## src/rtl/draw_bg_sprite_pkg.sv

```systemverilog
// Shared types and constants for the background/sprite drawer: edge classes,
// fill modes, fixed edge colours and the 1-bit signature bitmap.
package draw_bg_sprite_pkg;

    localparam int LOGO_W_DEF = 16;
    localparam int LOGO_H_DEF = 8;

    typedef enum logic {
        DIR_DEC = 1'b0,
        DIR_INC = 1'b1
    } dir_e;

    typedef enum logic [2:0] {
        EDGE_NONE,
        EDGE_TOP,
        EDGE_BOTTOM,
        EDGE_LEFT,
        EDGE_RIGHT
    } edge_e;

    typedef enum logic [1:0] {
        MODE_SOLID    = 2'd0,
        MODE_CHECKER  = 2'd1,
        MODE_GRADIENT = 2'd2,
        MODE_HIDDEN   = 2'd3
    } mode_e;

    localparam logic [11:0] RGB_BLANK      = 12'h000;
    localparam logic [11:0] RGB_TOP        = 12'hff0;
    localparam logic [11:0] RGB_BOTTOM     = 12'hf00;
    localparam logic [11:0] RGB_LEFT       = 12'h0f0;
    localparam logic [11:0] RGB_RIGHT      = 12'h00f;
    localparam logic [11:0] RGB_CHECK_DARK = 12'h444;

    // Row index first, then column; row 0 is the last element of the concatenation.
    localparam logic [LOGO_H_DEF-1:0][LOGO_W_DEF-1:0] LOGO_ROM = {
        16'hFFFF,
        16'h8001,
        16'hB3CD,
        16'hA5A1,
        16'hA521,
        16'hB3CD,
        16'h8001,
        16'hFFFF
    };

endpackage

```

## src/rtl/draw_bg_sprite_logo_mover.sv

```systemverilog
// Bounces the logo origin inside the visible area, one step per frame tick.
module logo_mover
    import draw_bg_sprite_pkg::*;
#(
    parameter int HV_W    = 11,
    parameter int VIS_W   = 800,
    parameter int VIS_H   = 600,
    parameter int LOGO_W  = LOGO_W_DEF,
    parameter int LOGO_H  = LOGO_H_DEF,
    parameter int START_X = 394,
    parameter int START_Y = 300,
    parameter int STEP    = 1
) (
    input  logic          clk,
    input  logic          rst,
    input  logic          frame_tick,
    input  logic          bounce_en,
    output logic [HV_W:0] pos_x,
    output logic [HV_W:0] pos_y
);

    localparam int PW = HV_W + 1;
    localparam logic [PW-1:0] STEP_P = PW'(STEP);
    localparam logic [PW-1:0] LIM_X  = PW'(VIS_W - LOGO_W);
    localparam logic [PW-1:0] LIM_Y  = PW'(VIS_H - LOGO_H);

    dir_e dir_x;
    dir_e dir_y;
    logic [PW:0] nx;
    logic [PW:0] ny;

    // Returns {new_dir, new_pos}; pos + STEP > lim is the same test as pos+STEP+LOGO > VIS.
    function automatic logic [PW:0] step_axis(input logic [PW-1:0] pos, input logic inc,
                                              input logic [PW-1:0] lim);
        logic [PW:0] r;
        if (inc && (pos + STEP_P > lim))
            r = {1'b0, lim};
        else if (!inc && (pos < STEP_P))
            r = {1'b1, {PW{1'b0}}};
        else if (inc)
            r = {1'b1, pos + STEP_P};
        else
            r = {1'b0, pos - STEP_P};
        return r;
    endfunction

    always_comb begin
        nx = step_axis(pos_x, dir_x == DIR_INC, LIM_X);
        ny = step_axis(pos_y, dir_y == DIR_INC, LIM_Y);
    end

    always_ff @(posedge clk) begin
        if (rst) begin
            pos_x <= PW'(START_X);
            pos_y <= PW'(START_Y);
            dir_x <= DIR_INC;
            dir_y <= DIR_INC;
        end else if (frame_tick && bounce_en) begin
            pos_x <= nx[PW-1:0];
            dir_x <= dir_e'(nx[PW]);
            pos_y <= ny[PW-1:0];
            dir_y <= dir_e'(ny[PW]);
        end
    end

endmodule

```

## src/rtl/draw_bg_sprite.sv

```systemverilog
// Background drawer: mode fill, coloured frame edges and a bouncing 1-bit logo,
// with all timing signals delayed by a fixed two-cycle pipeline.
module draw_bg_sprite
    import draw_bg_sprite_pkg::*;
#(
    parameter int          HV_W     = 11,
    parameter int          VIS_W    = 800,
    parameter int          VIS_H    = 600,
    parameter int          BORDER_T = 1,
    parameter int          LOGO_W   = LOGO_W_DEF,
    parameter int          LOGO_H   = LOGO_H_DEF,
    parameter int          START_X  = 394,
    parameter int          START_Y  = 300,
    parameter int          STEP     = 1,
    parameter logic [11:0] BG_RGB   = 12'h888,
    parameter logic [11:0] LOGO_RGB = 12'hfff
) (
    input  logic            clk,
    input  logic            rst,
    input  logic [HV_W-1:0] vcount_in,
    input  logic            vsync_in,
    input  logic            vblnk_in,
    input  logic [HV_W-1:0] hcount_in,
    input  logic            hsync_in,
    input  logic            hblnk_in,
    input  logic [1:0]      mode_in,
    input  logic            bounce_en,
    output logic [HV_W-1:0] vcount_out,
    output logic            vsync_out,
    output logic            vblnk_out,
    output logic [HV_W-1:0] hcount_out,
    output logic            hsync_out,
    output logic            hblnk_out,
    output logic [11:0]     rgb_out
);

    localparam int PW = HV_W + 1;
    localparam int XW = (LOGO_W > 1) ? $clog2(LOGO_W) : 1;
    localparam int YW = (LOGO_H > 1) ? $clog2(LOGO_H) : 1;
    localparam logic [HV_W-1:0] BT    = HV_W'(BORDER_T);
    localparam logic [HV_W-1:0] BOT_Y = HV_W'(VIS_H - BORDER_T);
    localparam logic [HV_W-1:0] RGT_X = HV_W'(VIS_W - BORDER_T);
    localparam logic [PW-1:0]   LW_P  = PW'(LOGO_W);
    localparam logic [PW-1:0]   LH_P  = PW'(LOGO_H);

    function automatic edge_e edge_class(input logic [HV_W-1:0] h, input logic [HV_W-1:0] v);
        if (v < BT)          return EDGE_TOP;
        else if (v >= BOT_Y) return EDGE_BOTTOM;
        else if (h < BT)     return EDGE_LEFT;
        else if (h >= RGT_X) return EDGE_RIGHT;
        else                 return EDGE_NONE;
    endfunction

    function automatic logic [11:0] fill_colour(input logic [1:0] mode,
                                                input logic [HV_W-1:0] h,
                                                input logic [HV_W-1:0] v);
        case (mode_e'(mode))
            MODE_CHECKER:  return (h[3] ^ v[3]) ? RGB_CHECK_DARK : BG_RGB;
            MODE_GRADIENT: return {v[9:6], v[9:6], v[9:6]};
            default:       return BG_RGB;
        endcase
    endfunction

    logic          vblnk_prev;
    logic          tick_arm;
    logic          frame_tick;
    logic [PW-1:0] pos_x;
    logic [PW-1:0] pos_y;
    logic [PW-1:0] hx;
    logic [PW-1:0] vy;
    logic          in_logo;

    // tick_arm blocks a tick until vblnk has been seen low after reset.
    assign frame_tick = vblnk_in & ~vblnk_prev & tick_arm;
    assign hx = {1'b0, hcount_in};
    assign vy = {1'b0, vcount_in};
    assign in_logo = (hx >= pos_x) && (hx < pos_x + LW_P) &&
                     (vy >= pos_y) && (vy < pos_y + LH_P);

    always_ff @(posedge clk) begin
        if (rst) begin
            vblnk_prev <= 1'b0;
            tick_arm   <= 1'b0;
        end else begin
            vblnk_prev <= vblnk_in;
            if (!vblnk_in)
                tick_arm <= 1'b1;
        end
    end

    logo_mover #(
        .HV_W(HV_W), .VIS_W(VIS_W), .VIS_H(VIS_H), .LOGO_W(LOGO_W), .LOGO_H(LOGO_H),
        .START_X(START_X), .START_Y(START_Y), .STEP(STEP)
    ) u_mover (
        .clk(clk), .rst(rst), .frame_tick(frame_tick), .bounce_en(bounce_en),
        .pos_x(pos_x), .pos_y(pos_y)
    );

    logic [HV_W-1:0] hcount_p1, vcount_p1;
    logic            hsync_p1, hblnk_p1, vsync_p1, vblnk_p1;
    logic            blank_p1, in_logo_p1, hide_p1;
    edge_e           edge_p1;
    logic [XW-1:0]   rel_x_p1;
    logic [YW-1:0]   rel_y_p1;
    logic [11:0]     fill_p1;

    // Stage 1: classify the pixel and pick its fill colour.
    always_ff @(posedge clk) begin
        if (rst) begin
            hcount_p1  <= '0;
            vcount_p1  <= '0;
            hsync_p1   <= 1'b0;
            hblnk_p1   <= 1'b0;
            vsync_p1   <= 1'b0;
            vblnk_p1   <= 1'b0;
            blank_p1   <= 1'b0;
            in_logo_p1 <= 1'b0;
            hide_p1    <= 1'b0;
            edge_p1    <= EDGE_NONE;
            rel_x_p1   <= '0;
            rel_y_p1   <= '0;
            fill_p1    <= '0;
        end else begin
            hcount_p1  <= hcount_in;
            vcount_p1  <= vcount_in;
            hsync_p1   <= hsync_in;
            hblnk_p1   <= hblnk_in;
            vsync_p1   <= vsync_in;
            vblnk_p1   <= vblnk_in;
            blank_p1   <= vblnk_in | hblnk_in;
            in_logo_p1 <= in_logo;
            hide_p1    <= (mode_e'(mode_in) == MODE_HIDDEN);
            edge_p1    <= edge_class(hcount_in, vcount_in);
            rel_x_p1   <= XW'(hx - pos_x);
            rel_y_p1   <= YW'(vy - pos_y);
            fill_p1    <= fill_colour(mode_in, hcount_in, vcount_in);
        end
    end

    // Stage 2: bitmap lookup and colour priority.
    always_ff @(posedge clk) begin
        if (rst) begin
            hcount_out <= '0;
            vcount_out <= '0;
            hsync_out  <= 1'b0;
            hblnk_out  <= 1'b0;
            vsync_out  <= 1'b0;
            vblnk_out  <= 1'b0;
            rgb_out    <= '0;
        end else begin
            hcount_out <= hcount_p1;
            vcount_out <= vcount_p1;
            hsync_out  <= hsync_p1;
            hblnk_out  <= hblnk_p1;
            vsync_out  <= vsync_p1;
            vblnk_out  <= vblnk_p1;
            if (blank_p1)
                rgb_out <= RGB_BLANK;
            else begin
                case (edge_p1)
                    EDGE_TOP:    rgb_out <= RGB_TOP;
                    EDGE_BOTTOM: rgb_out <= RGB_BOTTOM;
                    EDGE_LEFT:   rgb_out <= RGB_LEFT;
                    EDGE_RIGHT:  rgb_out <= RGB_RIGHT;
                    default:     rgb_out <= (in_logo_p1 && !hide_p1 && LOGO_ROM[rel_y_p1][rel_x_p1])
                                            ? LOGO_RGB : fill_p1;
                endcase
            end
        end
    end

endmodule

```

## config.mk

```make
export PLATFORM = sky130hd
export DESIGN_NAME = draw_bg_sprite
export DESIGN_NICKNAME = d
export VERILOG_FILES = /design/src/rtl/draw_bg_sprite_pkg.sv /design/src/rtl/draw_bg_sprite_logo_mover.sv /design/src/rtl/draw_bg_sprite.sv
export SDC_FILE = /design/constraint.sdc
export NUM_CORES = 1
export LEC_CHECK = 0
export CAP_MARGIN = 20
export CORE_MARGIN = 4
export CORE_UTILIZATION = 55
export CTS_BUF_LIST = sky130_fd_sc_hd__clkbuf_8
export CTS_CLUSTER_SIZE = 14
export DETAILED_ROUTE_END_ITERATION = 8
export DONT_BUFFER_PORTS = 1
export HOLD_SLACK_MARGIN = 0.03
export PLACE_DENSITY = 0.7
export SYNTH_ARGS = -nofsm -noshare
export SYNTH_HDL_FRONTEND = slang
export SYNTH_HIERARCHICAL = 1
export SYNTH_SLANG_ARGS = --single-unit
```

## constraint.sdc

```tcl
create_clock -name clk -period 4.1 [get_ports clk]
set_input_delay 0.41 -clock clk [delete_from_list [all_inputs] [get_ports clk]]
set_output_delay 0.41 -clock clk [all_outputs]
set_load 0.005 [all_outputs]
```

==> results.cfg <==
[sta]
setup_repair_after_global_routing_missed_its_margin = false
post-route-period-util_pct = 66.4
final-max-slew-violation-count = 0
finalWorstPathRequiredPeriod_ns = 2.72
max_slew.worst_pin.slew_ns = 0.826
setup_viol_count_final = 0
report.final.hold_viol_count = 0
achievable_freq_ghz = 0.367
fin_skew_ns = 0.0112
slew_headroom_pct = 44.4
totalNegativeSetupSlack_ns = 0

[route]
wirelength_mm = 13.8
num_vias = 5050
drt_first_iter_violations = 452
total_iterations_of_the_first_detailed_routing_run = 5
post-route-drc-count = 0
wl_per_cell_um = 16.7
ant_nets = 0
vias_per_cell = 6.12

[finish]
num_antenna_cells = 0
nets = 764
drive_gt1_share_pct = 7.30
areaGrowthSynthToFinish_pct = 3.03

[cts]
cts.sinks = 110
post_cts_buffers = 0
worst_skew_pair_later_pin_latency_ns = 0.39
cts-htree-levels = 3
clk_root_buffer_cell = clkbuf_8
clock_transition_at_path_regs_ns = 0.11
cts_made_buffers = 9
cts_hold_buffers = 0
cts_tree = built
max-clock-path-buffers = 2
post_cts_resize_count = 0

[floorplan]
effective_utilization_at_floorplan_pct = 56.7
die_x_um = 114
floorplan.io_pins = 69
fp-row-count = 38
coreArea_um2 = 11000
die_area_um2 = 13100
die-height_um = 114

[placement]
io_buffer_count = 0
hpwlAfterDp_mm = 9.98
gpl.final_weighted_congestion = 0.930

[grt]
grt_first_pass_wirelength_mm = 22.9
first_global_vias = 4727
global_route.usage.total_pct = 21.6
grt_max_degree = 103
grt.overflow.total = 0
grt_antenna_before_repair = 0

[yosys]
yosysUniqueCellTypes = 83
syn_warnings = 6
count_of_flip_flops_with_a_built_in_enable_after_synthesis = 0
synth_cells = 704
ys_seq_area_share_pct = 35.3
synthesis.area_um2 = 6230
post-synth-top-area-fraction_pct = 35.3
ys_dominant_reg_cell = dfxtp_1
synth_seq_cells = 110
synth.top_cells.by_area = dfxtp_1, ha_1, nor2b_1
synth.net_count = 787
post_synth_arst_share_pct = 0
synth_largest_area_cell = dfxtp_1
syn_area_per_cell_um2 = 8.85

[outcome]
outcome = finished, final reports clean

[critical_path]
timing.critical_path.fanout_max = 16
endpoint_kind = flop
worst_ep_required_time_ns = 4.38
startpoint_type_of_the_worst_setup_path = flop
signal_arrival_time_at_the_worst_endpoint_ns = 3.00
worst-setup-path-type = flop to flop

[pwr]
total_power_w = 0.00202
p_seq_share_pct = 57.3
share_clk_of_total_power_pct = 33.1
share_comb_of_total_power_pct = 9.6
vdd_ir_drop_max_uv = 293
switching_share_pct = 25.9
power.internal_w = 0.00150
power_density_nw_per_um2 = 314
switchingPower_w = 0.000523
total_leakage_power_nw = 2.56

[run]
drv_cap = 0

[min_path]
min-delay-path-class = input pin to flop
==> critical path: stages, from the launching register on <==
cell and delay [ns]:
dfxtp_1 0.67, ha_1 0.27, and3_1 0.19, xnor2_1 0.09, ha_1 0.35, nand3_1 0.12, a2111oi_0 0.48, nor3_1 0.09
a211oi_1 0.28, nor4_1 0.09
==> worst paths after layout <==
kind	start	end	slack, ns	cells past startpoint
worst max-delay path	u_mover/pos_x[4]	in_logo_p1	1.38	9
worst min-delay path	rst	rel_x_p1[0]	0.09	1
worst max register to register	u_mover/pos_x[4]	in_logo_p1	1.38	9
worst min register to register	hcount_p1[3]	hcount_out[3]	0.44	1
==> area by class of cell <==
cell class / instances / area [um2]
clock buffers: 9 / 124
inverters: 43 / 161
flip-flops and latches: 110 / 2200
clock inverters: 6 / 70.1
repair buffers: 1 / 7.51
fillers: 985 / 4560
well taps: 140 / 175
multi-input cells: 516 / 3680
==> power groups by stage <==
stage | registers, W | clock network [W] | logic, W
2_1_floorplan | 0.00117 | 0 | 0.000179
3_3_place_gp | 0.00118 | 0 | 0.000184
3_5_place_dp | 0.00118 | 0 | 0.000192
4_1_cts | 0.00116 | 0.000681 | 0.000193
5_1_grt | 0.00116 | 0.000729 | 0.000219
6_report | 0.00116 | 0.000668 | 0.000193
==> per-layer routing <==
layer  GRT usage, %  share of wire, %
met4           8.87               2.3
met3           3.96               5.4
met5              0                 0
met1           27.7                44
met2           35.7                48
==> registers in the layout (all words and copies together), names as in the netlist, 3 cells and up, named ones only <==
name / flops
u_mover/pos_x: 12
vcount_out: 11
hcount_p1: 11
fill_p1: 4
rel_x_p1: 4
u_mover/pos_y: 12
edge_p1: 3
hcount_out: 11
rgb_out: 12
vcount_p1: 11
==> cells in the final DEF, fill, tap and decap left out, types with 3 or more instances in the layout <==
cell        n
a211o_1     4
a211oi_1    4
a21o_1      5
a21oi_1    38
a221o_1     3
a311oi_1    3
a31oi_1    12
a41oi_1     5
and2_1      6
and3_1     18
and4_1      3
clkbuf_8    9
dfxtp_1   110
ha_1       50
inv_1      43
mux2i_1     9
nand2_1    43
nand2b_1    4
nand3_1    28
nand3_2     3
nand4_1     8
nor2_1     32
nor2b_1    59
nor3_1     20
nor3b_1     4
nor4_1     15
nor4b_1     4
o21a_1     15
o21ai_0    24
or2_2       3
or3_1       9
or4_1       3
xnor2_1    17
xor2_1     10
==> cell usage after synthesis, types with 5 or more instances <==
master	count
a21o_1	5
a21oi_1	38
a31oi_1	12
a41oi_1	5
and2_1	6
and3_1	18
buf_2	6
buf_4	5
clkbuf_1	20
dfxtp_1	110
ha_1	50
inv_1	43
mux2i_1	9
nand2_1	43
nand3_1	28
nand4_1	8
nor2_1	32
nor2b_1	59
nor3_1	20
nor4_1	15
o21a_1	15
o21ai_0	24
or3_1	9
xnor2_1	17
xor2_1	10
==> kinds of logic after synthesis <==
family | count (synthesis) | synth area share [%]
compound gates | 148 | 17.2
mux | 12 | 2.05
buf+inv | 78 | 5.60
xor+xnor | 27 | 3.80
flops | 110 | 35.3
fa+ha+maj | 52 | 10.7
simple gates | 277 | 25.3
==> through the flow <==
| stage | worst slack, ns | instance area, um2 | instances | util (%) | hold WS [ns] |
|---|---|---|---|---|---|
| after floorplan | 1.88 | 6230 | 704 | - | 0.414 |
| after global placement | 1.67 | 6220 | 810 | 56.7 | 0.418 |
| after detailed placement | 1.45 | 6220 | 810 | 56.7 | 0.422 |
| after CTS | 1.43 | 6420 | 825 | 58.4 | 0.0639 |
| after global routing | 1.19 | 6420 | 825 | 58.4 | 0.0593 |
| final | 1.38 | 6420 | 825 | 58.4 | 0.0932 |
No activity file was read; power rests on OpenSTA's default activity.
